### src/rtl/name_suite_vec_mem_responder.sv
// Four-port round-robin front end that funnels one request at a time to a single memory
// port and returns the memory's answer to the requestor that was granted.
module name_suite_vec_mem_responder #(
    parameter int N  = 4,
    parameter int AW = 8,
    parameter int DW = 8
) (
    input  logic          clk,
    input  logic          reset,

    input  logic          io_requestor_0_req_valid,
    output logic          io_requestor_0_req_ready,
    input  logic [AW-1:0] io_requestor_0_req_bits_addr,
    output logic          io_requestor_0_resp_valid,
    output logic [DW-1:0] io_requestor_0_resp_bits_data,

    input  logic          io_requestor_1_req_valid,
    output logic          io_requestor_1_req_ready,
    input  logic [AW-1:0] io_requestor_1_req_bits_addr,
    output logic          io_requestor_1_resp_valid,
    output logic [DW-1:0] io_requestor_1_resp_bits_data,

    input  logic          io_requestor_2_req_valid,
    output logic          io_requestor_2_req_ready,
    input  logic [AW-1:0] io_requestor_2_req_bits_addr,
    output logic          io_requestor_2_resp_valid,
    output logic [DW-1:0] io_requestor_2_resp_bits_data,

    input  logic          io_requestor_3_req_valid,
    output logic          io_requestor_3_req_ready,
    input  logic [AW-1:0] io_requestor_3_req_bits_addr,
    output logic          io_requestor_3_resp_valid,
    output logic [DW-1:0] io_requestor_3_resp_bits_data,

    output logic          io_mem_req_valid,
    input  logic          io_mem_req_ready,
    output logic [AW-1:0] io_mem_req_bits_addr,
    input  logic          io_mem_resp_valid,
    input  logic [DW-1:0] io_mem_resp_bits_data,

    output logic          io_busy
);

    localparam int IW = $clog2(N);

    typedef enum logic [1:0] {
        IDLE,
        ISSUE,
        WAIT
    } state_t;

    state_t        state;
    state_t        state_next;

    logic [N-1:0]  req_valid_vec;
    logic [N-1:0]  req_ready_vec;
    logic [AW-1:0] req_addr [N];

    logic [IW-1:0] ptr;
    logic [IW-1:0] idx;
    logic [AW-1:0] addr_q;
    logic [DW-1:0] data_q;
    logic          resp_strobe;

    logic          found;
    logic [IW-1:0] grant_idx;
    logic [IW-1:0] cand;
    logic          accept;
    logic          capture;

    assign req_valid_vec = {io_requestor_3_req_valid, io_requestor_2_req_valid,
                            io_requestor_1_req_valid, io_requestor_0_req_valid};
    assign req_addr[0]   = io_requestor_0_req_bits_addr;
    assign req_addr[1]   = io_requestor_1_req_bits_addr;
    assign req_addr[2]   = io_requestor_2_req_bits_addr;
    assign req_addr[3]   = io_requestor_3_req_bits_addr;

    // Search starts one past the last winner; the last candidate checked is ptr itself.
    always_comb begin
        found     = 1'b0;
        grant_idx = ptr;
        cand      = ptr;
        for (int i = 1; i <= N; i++) begin
            cand = ptr + IW'(i);
            if (!found && req_valid_vec[cand]) begin
                found     = 1'b1;
                grant_idx = cand;
            end
        end
    end

    always_ff @(posedge clk or posedge reset) begin
        if (reset) begin
            state <= IDLE;
        end else begin
            state <= state_next;
        end
    end

    always_comb begin
        state_next       = state;
        req_ready_vec    = '0;
        io_mem_req_valid = 1'b0;
        accept           = 1'b0;
        capture          = 1'b0;
        case (state)
            IDLE: begin
                if (found) begin
                    req_ready_vec[grant_idx] = 1'b1;
                    accept                   = 1'b1;
                    state_next               = ISSUE;
                end
            end
            ISSUE: begin
                io_mem_req_valid = 1'b1;
                if (io_mem_req_ready) begin
                    state_next = WAIT;
                end
            end
            WAIT: begin
                if (io_mem_resp_valid) begin
                    capture    = 1'b1;
                    state_next = IDLE;
                end
            end
            default: state_next = IDLE;
        endcase
    end

    // idx is only overwritten by a new grant, so it still names the answered port
    // during the strobe cycle even when that cycle grants again.
    always_ff @(posedge clk or posedge reset) begin
        if (reset) begin
            ptr         <= IW'(N - 1);
            idx         <= '0;
            addr_q      <= '0;
            data_q      <= '0;
            resp_strobe <= 1'b0;
        end else begin
            resp_strobe <= capture;
            if (accept) begin
                ptr    <= grant_idx;
                idx    <= grant_idx;
                addr_q <= req_addr[grant_idx];
            end
            if (capture) begin
                data_q <= io_mem_resp_bits_data;
            end
        end
    end

    assign io_requestor_0_req_ready = req_ready_vec[0];
    assign io_requestor_1_req_ready = req_ready_vec[1];
    assign io_requestor_2_req_ready = req_ready_vec[2];
    assign io_requestor_3_req_ready = req_ready_vec[3];

    assign io_requestor_0_resp_valid = resp_strobe && (idx == IW'(0));
    assign io_requestor_1_resp_valid = resp_strobe && (idx == IW'(1));
    assign io_requestor_2_resp_valid = resp_strobe && (idx == IW'(2));
    assign io_requestor_3_resp_valid = resp_strobe && (idx == IW'(3));

    assign io_requestor_0_resp_bits_data = data_q;
    assign io_requestor_1_resp_bits_data = data_q;
    assign io_requestor_2_resp_bits_data = data_q;
    assign io_requestor_3_resp_bits_data = data_q;

    assign io_mem_req_bits_addr = addr_q;
    assign io_busy              = (state != IDLE);

endmodule

### config.mk
export PLATFORM = sky130hd
export DESIGN_NAME = name_suite_vec_mem_responder
export DESIGN_NICKNAME = d
export VERILOG_FILES = /design/src/rtl/name_suite_vec_mem_responder.sv
export SDC_FILE = /design/constraint.sdc
export NUM_CORES = 1
export LEC_CHECK = 0
export ABC_AREA = 1
export CAP_MARGIN = 20
export CORE_MARGIN = 8
export CORE_UTILIZATION = 41
export CTS_CLUSTER_DIAMETER = 100
export DETAILED_ROUTE_END_ITERATION = 8
export PLACE_DENSITY = 0.86
export SYNTH_ARGS = -nofsm -noshare
export SYNTH_HDL_FRONTEND = slang
export SYNTH_SLANG_ARGS = --single-unit
### constraint.sdc
create_clock -name clk -period 4.66 [get_ports clk]
set_input_delay 0.932 -clock clk [delete_from_list [all_inputs] [get_ports clk]]
set_output_delay 0.932 -clock clk [all_outputs]
set_load 0.005 [all_outputs]
**After elaboration in Yosys (flattened, before gate mapping)**

Index checks and enable logic that the tools add are counted.
W data, S select, Z words.

- Bits of input ports: 48
- Register bits after elaboration: 23
- Logic and storage cells: 72
- Output and inout port bits: 50

- Magnitude comparators: 7
- Muxes and demuxes: 32
- $add $sub $neg: 3
- Reduce and logical (&&, ||, !) cells: 15
- Equality and inequality tests: 8
- Bitwise operators: 1

Operators with widths:

| operator | number |
|---|---|
| $bmux W8 S2 | 1 |
| $mux W8 | 2 |
| $lt A2 B3 Y1 const B | 5 |
| $mux W1 | 14 |
| $mux W2 | 7 |
| $bmux W1 S2 | 4 |
| $logic_and A1 B1 Y1 | 8 |
| $mux W4 | 2 |
| $eq A2 B2 Y1 const B | 3 |
| $ne A2 B2 Y1 const B | 3 |
| $pmux W2 S3 | 1 |
| $add A2 B2 Y2 const B | 2 |
| $eq A2 B1 Y1 const B | 2 |
| $logic_not A2 Y1 | 2 |
| $ge A3 B3 Y1 const B | 1 |
| $logic_not A1 Y1 | 3 |
| $not A2 Y3 | 1 |
| $reduce_and A3 Y1 | 1 |
| $add A2 B1 Y2 const B | 1 |
| $demux W1 S2 | 1 |
| $ge A2 B1 Y1 const B | 1 |
| $reduce_bool A2 Y1 | 1 |

**Logic depth before layout (Yosys ltp)**

- Depth in word-level cells: 19
- Depth in mapped cells: 15
- Depth with buffers taken out: 13

**Worst setup path before layout**

Ideal clock, no wire load.

- Path kind: input-to-output
- Start: input io_requestor_0_req_valid
- End: output io_requestor_1_req_ready
- Cell stages on the path: 10
- Arrival: 1.818 ns
- Slack: 1.910 ns
- Buffers on the path: 0
- Cells stage by stage: nand2_1 > nand2_1 > nand2_1 > nand2_1 > nand2_2 > nand2_2 > nand2_4 > nand2_2 > nand2_1 > nor2_1

- Word-level cells in the longest chain between the ends: 18
- Elaborated cells between the ends (all ways): 29

RTL lines:

| element | line | source |
|---|---|---|
| start, declared | 11 | `input logic io_requestor_0_req_valid,` |
| $bmux W1 S2 | 85 | `if (!found && req_valid_vec[cand]) begin` |
| $mux W1 (implied by the code) | 85 |  |
| $mux W1 | 85 |  |
| $logic_not A1 Y1 | 85 |  |
| $logic_and A1 B1 Y1 | 85 |  |
| $mux W1 | 85 |  |
| $logic_not A1 Y1 | 85 |  |
| $logic_and A1 B1 Y1 | 85 |  |
| [... 2 more ...] | n/a |  |
| $logic_and A1 B1 Y1 | 85 |  |
| $mux W2 | 85 |  |
| $lt A2 B3 Y1 (implied by the code) or $ge A2 B1 Y1 (tied branches) | 109 | `req_ready_vec[grant_idx] = 1'b1;` |
| $logic_and A1 B1 Y1 (implied by the code) | 109 |  |
| $mux W1 (implied by the code) | 109 |  |
| $demux W1 S2 | 109 |  |
| $mux W4 (*) | 108 | `if (found) begin` |
| $mux W4 (*) | 106 | `case (state)` |
| end, declared | 18 | `output logic io_requestor_1_req_ready,` |

Mark *: on every way between the ends. The rest lies on a longest branch, timed or not. The select of a mux whose other input is x is not followed.

**Final worst setup path**

- Start: input io_requestor_0_req_valid
- End: output io_requestor_3_req_ready

- Word-level cells in the longest chain between the ends: 18
- Elaborated cells between the ends (all ways): 29

RTL lines:

| element | line | source |
|---|---|---|
| $bmux W1 S2 | 85 |  |
| $mux W1 (implied by the code) | 85 |  |
| $mux W1 | 85 |  |
| $logic_not A1 Y1 | 85 |  |
| $logic_and A1 B1 Y1 | 85 |  |
| $mux W1 | 85 |  |
| $logic_not A1 Y1 | 85 |  |
| $logic_and A1 B1 Y1 | 85 |  |
| [... 2 more ...] | n/a |  |
| $logic_and A1 B1 Y1 | 85 |  |
| $mux W2 | 85 |  |
| $lt A2 B3 Y1 (implied by the code) or $ge A2 B1 Y1 (tied branches) | 109 |  |
| $logic_and A1 B1 Y1 (implied by the code) | 109 |  |
| $mux W1 (implied by the code) | 109 |  |
| $demux W1 S2 | 109 |  |
| $mux W4 (*) | 108 |  |
| $mux W4 (*) | 106 |  |
| end, declared | 30 | `output logic io_requestor_3_req_ready,` |

Marks and branches as above.

==> impl_metrics.env <==
export IMPL_endpoint="io_requestor_3_req_ready"
export IMPL_place_inst=363
export IMPL_initial_core_util=0.4247
export IMPL_final_cells=367
export IMPL_cp_max_fo=15
export IMPL_htreeDepth=1
export IMPL_p_leak_uw=0.001173
export IMPL_timing_rr_end="io_mem_req_bits_addr[5]$_DFFE_PP0P_"
export IMPL_cp_required_ps=3730
export IMPL_final_common_cell="clkdlybuf4s50_1"
export IMPL_cp_startpoint="io_requestor_0_req_valid"
export IMPL_hold_ws_ps=491.1
export IMPL_cts_root_buf="clkbuf_8"
export IMPL_ir_worst_vdd_v=0.0003428
export IMPL_rsz0062_at_grt="false"
export IMPL_finClkSkew_ps=1.679
export IMPL_synth_compound_area_frac=0.03487
export IMPL_setup_viol=0
export IMPL_clkLatencyLatePin_ps=260
export IMPL_syn_area_um2=1687
export IMPL_io_buffers=97
export IMPL_hold_class="flip-flop to flip-flop"
export IMPL_drt_initial_drc_count=122
export IMPL_min_period_ps=4089
export IMPL_mostFrequentLayoutCells="97 x clkdlybuf4s50_1, 87 x nand2_1, 57 x nand3_1"
export IMPL_grt_pass1_vias=1860
export IMPL_synth_warnings=0
export IMPL_arrival_ps=3160
export IMPL_wl_per_cell_um=14.22
export IMPL_drc=0
export IMPL_period_share=0.8774
export IMPL_nets=366
export IMPL_path_clk_slew_ps=80
export IMPL_yosys_area_share_simple=0.4444
export IMPL_ys_seq_area_frac=0.3427
export IMPL_grt_total_usage=0.1626
export IMPL_grt_ovfl_total=0
export IMPL_p_total_uw=1885
export IMPL_async_flop_share=1.000
export IMPL_cts_buffer_depth=2
export IMPL_grt_max_degree=24
export IMPL_gp_congestion=0.8606
export IMPL_numCtsBuffers=3
export IMPL_power_density_nw_per_um2=746.2
export IMPL_synthAdderAreaFrac=0
export IMPL_num_vias=1819
export IMPL_critical_path_class="input pin to primary output"
export IMPL_synth_edff_count=0
export IMPL_syn_area_per_cell_um2=6.856
export IMPL_r2r_start="ptr[0]$_DFFE_PP1P_"
export IMPL_cts_setup_buffers=0
export IMPL_cap_viol_max_count=0
export IMPL_ctsHoldBuffers=0
export IMPL_startpoint_type="input pin"
export IMPL_grt_pass1_wl_um=8424
export IMPL_reg2reg_slack_ps=2390
export IMPL_maxSlewViolCount=0
export IMPL_rows=23
export IMPL_worst_slew_pin_slew_ps=875.4
export IMPL_syn2layout_area_growth_pct=49.78
export IMPL_endpoint_kind="primary output"
export IMPL_ys_ff_latch=23
export IMPL_io_pins=98
export IMPL_final_setup_tns_ps=0
export IMPL_wirelength_um=5219
export IMPL_dieHeight_um=80.14
export IMPL_syn_nets=294
export IMPL_synth_mux_area_frac=0
export IMPL_dp_hpwl_um=4310
export IMPL_cts_tree="yes"
export IMPL_clkSinkCount=23
export IMPL_max_slew_margin=0.4158
export IMPL_ctsResizeCount=0
export IMPL_dieWidth_um=80.14
export IMPL_status="finished, final reports clean"
export IMPL_synth_top_family_by_area="simple AND/OR/NAND/NOR gates"
export IMPL_synthCells=246
export IMPL_r2r_cells=13
export IMPL_drive_above_1_share=0.06309
export IMPL_synthXorXnorAreaFrac=0
export IMPL_die_area_um2=6422
export IMPL_fmax_ghz=0.2446
export IMPL_core_area_um2=3971
export IMPL_hold_viol=0
export IMPL_drtAntennaViolNets=0
export IMPL_synthFlopType="dfrtp_1"
export IMPL_vias_per_cell=4.956
export IMPL_antenna_found_initial=0
export IMPL_ys_types=23
export IMPL_drt_pass1_iterations=4
export IMPL_antenna_cells=0
==> flip-flops by register name, indices dropped and copies added, names as in the netlist <==
name,flops
io_mem_req_bits_addr,8
resp_strobe,1
state,2
io_requestor_0_resp_bits_data,8
idx,2
ptr,2
==> Yosys cell counts, types with 2 or more instances <==
cell,count,area (um^2)
a21oi_1,3,15.01
buf_4,26,195.2
buf_6,4,45.04
dfrtp_1,21,525.5
dfstp_2,2,52.55
inv_1,11,41.29
inv_2,4,15.01
nand2_1,87,326.6
nand2_2,6,37.54
nand3_1,57,285.3
nor2_1,6,22.52
nor3_1,4,20.02
o21ai_0,3,15.01
o21ai_1,3,15.01
==> worst min path at each step <==
stage                                         from                             endpoint  cells after the start
3_3_place_gp   io_mem_req_bits_addr[3]$_DFFE_PP0P_  io_mem_req_bits_addr[3]$_DFFE_PP0P_                      2
4_1_cts        io_mem_req_bits_addr[3]$_DFFE_PP0P_  io_mem_req_bits_addr[3]$_DFFE_PP0P_                      2
3_5_place_dp   io_mem_req_bits_addr[3]$_DFFE_PP0P_  io_mem_req_bits_addr[3]$_DFFE_PP0P_                      2
6_report       io_mem_req_bits_addr[3]$_DFFE_PP0P_  io_mem_req_bits_addr[3]$_DFFE_PP0P_                      2
2_1_floorplan  io_mem_req_bits_addr[0]$_DFFE_PP0P_  io_mem_req_bits_addr[0]$_DFFE_PP0P_                      2
5_1_grt        io_mem_req_bits_addr[7]$_DFFE_PP0P_  io_mem_req_bits_addr[7]$_DFFE_PP0P_                      2
==> worst max-delay path, stage by stage <==
cell and delay [ps]:
clkdlybuf4s50_1 500, nand2_1 60, nand2_1 110, nand2_1 90, nand2_2 130, nor2_2 50
nand4_1 100, nand2_2 150, inv_2 230, nand2_1 140, nor2_1 140, clkdlybuf4s50_1 520
==> power by group <==
| group | internal [uW] | switching (uW) | total, uW |
|---|---|---|---|
| Clock | 59.7 | 64.3 | 124 |
| Sequential | 307 | 95.6 | 403 |
| Combinational | 620 | 739 | 1360 |
==> area by class of cell <==
cell class	count	area [um^2]
inverters	16	60.06
clock inverters	1	5.005
well taps	50	62.56
multi-input cells	177	808.3
fillers	356	1445
flip-flops and latches	23	578.1
clock buffers	3	41.29
repair buffers	97	970.9
==> layer usage <==
layer  GRT usage  up-vias  part of all wire
li1            -      918                 -
met2      0.3040       55              0.53
met1      0.1671      835              0.38
met4     0.06727        0             0.023
met5           0        -                 0
met3     0.04018       11             0.058
==> logic make-up after synthesis <==
logic type             after synthesis
buffers and inverters               46
and+or+nand+nor                    166
DFF                                 23
AOI/OAI and AO/OA                   11
==> through the flow <==
| stage | setup slack [ps] | instance area [um^2] | utilization |
|---|---|---|---|
| final | 571.2 | 2526 | 0.6361 |
| after global routing | 392.8 | 2526 | 0.6361 |
| after CTS | 584.6 | 2526 | 0.6361 |
| after detailed placement | 586.4 | 2480 | 0.6244 |
| after global placement | 620.2 | 2480 | 0.6244 |
| after floorplan | 1910 | 1687 | - |
(Power assumes the default switching activity.)
==> RTL edit 1: new RTL, config.mk and constraints unchanged <==
Make the reset (`reset`) synchronous in 2 clocked blocks.
--- a/src/rtl/name_suite_vec_mem_responder.sv
+++ b/src/rtl/name_suite_vec_mem_responder.sv
@@ -89,7 +89,7 @@
         end
     end
 
-    always_ff @(posedge clk or posedge reset) begin
+    always_ff @(posedge clk) begin
         if (reset) begin
             state <= IDLE;
         end else begin
@@ -129,7 +129,7 @@
 
     // idx is only overwritten by a new grant, so it still names the answered port
     // during the strobe cycle even when that cycle grants again.
-    always_ff @(posedge clk or posedge reset) begin
+    always_ff @(posedge clk) begin
         if (reset) begin
             ptr         <= IW'(N - 1);
             idx         <= '0;
Behaviour: differs if reset is asserted again (counterexample within 4 cycles, from zero or initial values and one cycle with reset high); with reset held inactive, the same outputs for 10 cycles.
==> RTL edit 1 against the original RTL <==
- sequential cell count did not move
- maximum frequency rose by 2.2%
- worst setup slack improved by 87 ps
- synthesized area rose by 0.67%
- power fell by 26%
- routed wire length fell by 3.8%
- design area rose by 1.5%
- clock skew rose by 2.8 ps
- synthesized cell count rose by 6.9%
==> RTL edit 1: results <==
metrics = {
    "timing": {
        "finalClockSkew_ps": 4.48,
        "setup_viol": 0,
        "tightest_slew_ps": 544,
    },
    "setup_path": {
        "r2r_setup_slack_ps": 2500,
        "max_stage_delay_ps": 530,
        "reg2reg_depth": 10,
        "timing.rr.start": "ptr[0]",
        "reg2reg_to": "ptr[1]",
        "crit_slowest_cell": "clkdlybuf4s50_1",
        "path_max_fanout": 13,
    },
    "logic_synthesis": {
        "synth-main-ff-cell": "dfxtp_1",
        "ys_async_sr_fraction": 0,
        "synthTopCellsByArea": "dfxtp_1, nand2_1, nand3_1",
        "synth.distinct_cells": 22,
        "yosys-top-cells-count": "nand2_1, nand3_1, inv_1, buf_4, dfxtp_1",
        "seq_area_frac_synth": 0.271,
        "synth_nets": 311,
    },
    "drt": {
        "wl_per_cell_um": 13.0,
        "drtIter0Drc": 97,
        "num_vias": 1835,
    },
    "global_route": {
        "grt_pass1_wl_mm": 7.99,
        "grt_pass1_vias": 1720,
        "grt_use_total": 0.150,
        "grt_max_degree": 18,
        "antenna_found_initial": 0,
    },
    "finish": {
        "drive_gt1_frac": 0.0896,
        "fin_nets": 384,
    },
    "power": {
        "p_leak_uw": 0.00112,
        "irDropWorstVdd_mv": 0.334,
        "p_sw_uw": 687,
    },
    "clocking": {
        "cts-root-buf": "clkbuf_8",
        "cts_resized": 0,
    },
    "place": {
        "gp_congestion": 0.861,
        "hpwl_mm": 4.18,
        "placed_area_um2": 2520,
        "port_buffers": 97,
    },
    "status": {
        "outcome": "completed",
    },
    "hold_path": {
        "hp-start": "io_mem_req_bits_addr[4]",
        "min_to": "io_mem_req_bits_addr[4]",
    },
}
-- RTL edit 1: cell types whose count changed in the layout (fill, tap and decap cells not counted), sizes merged, moves of 2 or more --
cell,unedited run,this run
a21oi,3,19
dfrtp,21,0
dfstp,2,0
dfxtp,0,23
inv,15,37
nand2,94,85
nand3,59,42
nor2,7,10
o211ai,0,2
o21ai,6,9
-- RTL edit 1: layout make-up --
cell class	count	area [um^2]
fillers	367	1440
well taps	50	62.6
clock inverters	1	5.00
multi-input cells	173	868
flip-flops and latches	23	460
clock buffers	3	41.3
inverters	37	149
repair buffers	98	978
-- RTL edit 1: power groups by stage --
stage / logic, uW / registers (uW) / clock network (uW)
after global routing: 1090 / 296 / 134
after detailed placement: 978 / 292 / 0
final: 977 / 289 / 122
after CTS: 982 / 289 / 125
after global placement: 951 / 291 / 0
after floorplan: 717 / 275 / 0
-- RTL edit 1: how the worst max path moves through the flow --
stage	start	to	slack [ps]	cells past startpoint
after floorplan	io_requestor_0_req_valid	io_requestor_0_req_ready	1870	11
after CTS	io_requestor_1_req_valid	io_requestor_0_req_ready	640	10
final	io_requestor_1_req_valid	io_requestor_0_req_ready	660	10
after detailed placement	io_requestor_1_req_valid	io_requestor_0_req_ready	650	10
after global routing	io_requestor_1_req_valid	io_requestor_0_req_ready	420	10
after global placement	io_requestor_1_req_valid	io_requestor_0_req_ready	730	10
-- RTL edit 1: cell families after synthesis --
group           share of synthesized area
buf+inv                             0.217
compound gates                     0.0980
flops                               0.271
simple gates                        0.413
-- RTL edit 1: per-stage QoR --
stage | setup slack (ps) | util | std cells | hold WS (ps)
2_1_floorplan | 1870 | - | 263 | 455
3_3_place_gp | 732 | 0.630 | 381 | 464
3_5_place_dp | 651 | 0.630 | 381 | 463
4_1_cts | 638 | 0.641 | 385 | 474
5_1_grt | 420 | 0.641 | 385 | 504
6_report | 658 | 0.641 | 385 | 471
-- RTL edit 1: worst reg2reg max path: cells and delay by family, from the launching register on --
family	cells	cell delay (ps)
AND/OR/NAND/NOR	6	850
flip-flops	1	660
buffers and inverters	3	420
AO/OA/AOI/OAI	1	90
-- RTL edit 1: per-layer routing --
layer	vias up	track usage	routed length (um)
li1	955	-	-
met1	817	0.169	1930
met2	59	0.270	2630
met3	4	0.0458	425
met4	0	0.0273	39
met5	-	0	0
==> RTL edit 2: new RTL, same flow settings <==
Made on the original files. `AW`: 8 -> 7.
--- a/src/rtl/name_suite_vec_mem_responder.sv
+++ b/src/rtl/name_suite_vec_mem_responder.sv
@@ -2,7 +2,7 @@
 // port and returns the memory's answer to the requestor that was granted.
 module name_suite_vec_mem_responder #(
     parameter int N  = 4,
-    parameter int AW = 8,
+    parameter int AW = 7,
     parameter int DW = 8
 ) (
     input  logic          clk,
Interface: changed (5 resized); port bits go from 98 to 93. The function was not compared with the original's and may differ.
==> RTL edit 2 against the original RTL <==
- worst setup slack improved by 110 ps
- synthesized area increased by 0.89%
- design area increased by 1.1%
- sequential cell count decreased by 1
- maximum frequency increased by 2.8%
- cell count decreased by 1.1%
- clock power increased by 42%
- routed wire length decreased by 7.1%
- worst hold slack improved by 2.4 ps
- power increased by 3.8%
- count of clock-buffer cells in the layout unchanged
- critical path type unchanged
- largest cell class unchanged
==> RTL edit 2: results <==
metrics = {
    "setup_path": {
        "r2r_setup_slack_ps": 2710,
        "timing.rr.start": "ptr[0]",
        "cp.arrival_ps": 3050,
        "path_max_fanout": 14,
        "crit_slowest_cell": "clkdlybuf4s50_1",
        "crit_start": "io_requestor_1_req_valid",
    },
    "power": {
        "irDropWorstVdd_mv": 0.350,
        "p_leak_uw": 0.00123,
        "p_sw_uw": 913,
    },
    "logic_synthesis": {
        "seq_area_frac_synth": 0.325,
        "yosys-top-cells-count": "nand2_1, nand3_1, buf_4, inv_1, dfrtp_1",
        "synthTopCellsByArea": "dfrtp_1, nand2_1, buf_4",
        "synth.distinct_cells": 21,
        "yosys_warnings": 0,
        "synth_nets": 287,
        "ys_async_sr_fraction": 1.00,
    },
    "timing": {
        "finalClockSkew_ps": 2.24,
        "relSlewSlack": 0.462,
        "max_freq_mhz": 251,
    },
    "clocking": {
        "cts_buffers": 3,
        "cts.htree.levels": 1,
        "cts_resized": 0,
        "cts-root-buf": "clkbuf_8",
    },
    "drt": {
        "num_vias": 1732,
        "wl_per_cell_um": 13.4,
        "drtPass1Iterations": 4,
        "drtIter0Drc": 65,
    },
    "hold_path": {
        "hp-start": "io_mem_req_bits_addr[2]",
        "hp-class": "reg -> reg",
    },
    "place": {
        "port_buffers": 92,
        "pre_cts_slack_ps": 690,
        "gp_congestion": 0.843,
        "hpwl_mm": 4.07,
    },
    "finish": {
        "fillers": 367,
        "seq_area_um2": 553,
        "drive_gt1_frac": 0.112,
        "fin_nets": 358,
    },
    "global_route": {
        "grt_use_total": 0.151,
        "grt_max_degree": 23,
        "grt_pass1_wl_mm": 7.86,
        "grt_pass1_vias": 1704,
        "grt_overflow": 0,
    },
    "status": {
        "outcome": "completed",
    },
}
-- RTL edit 2: metrics by stage --
step	cell area, um^2	hold slack, ps	total power, uW	util	std cells
3_5_place_dp	2480	473	1790	0.621	359
5_1_grt	2550	526	2150	0.638	363
6_report	2550	494	1960	0.638	363
4_1_cts	2550	493	1970	0.638	363
2_1_floorplan	1700	473	1330	-	243
3_3_place_gp	2480	468	1760	0.621	359
-- RTL edit 2: cells by family after synthesis --
| group | synth area share |
|---|---|
| simple gates | 0.462 |
| compound gates | 0.0250 |
| buf+inv | 0.188 |
| flops | 0.325 |
-- RTL edit 2: power by group through the flow --
stage	Combinational, uW	Sequential [uW]	Clock, uW
after global placement	1360	392	0
after floorplan	964	367	0
after detailed placement	1390	394	0
after CTS	1400	392	179
after global routing	1550	410	189
final	1390	392	176
-- RTL edit 2: worst reg2reg max path: stages (launching register included) --
cell	delay (ps)
dfstp_2	720
inv_8	90
nand2_2	70
nand2_2	80
nand2_2	100
nand2_4	80
inv_6	90
nand3_2	90
clkinv_1	70
nand2_1	80
nand2_4	130
nand3_1	90
nand3_1	90
nand2_1	60
-- RTL edit 2: worst paths after layout --
check,endpoint,cells past startpoint
worst max-delay path,io_requestor_1_req_ready,10
worst min-delay path,io_mem_req_bits_addr[2],2
worst max register to register,io_mem_req_bits_addr[6],13
worst min register to register,io_mem_req_bits_addr[2],2
max in group asynchronous,io_requestor_0_resp_bits_data[4],2
min in group asynchronous,io_requestor_0_resp_bits_data[7],2
-- RTL edit 2: final cells by class --
cell class	instances	area share
repair buffers	92	0.361
multi-input cells	167	0.324
flip-flops and latches	22	0.217
inverters	28	0.0461
well taps	50	0.0245
clock buffers	3	0.0162
clock inverters	1	0.0118
-- RTL edit 2: metal layers --
layer | track usage | vias up | part of all wire
met5 | 0 | - | 0
met4 | 0.0600 | 0 | 0.013
met3 | 0.0313 | 7 | 0.061
met2 | 0.268 | 53 | 0.54
met1 | 0.172 | 797 | 0.38
li1 | - | 875 | -
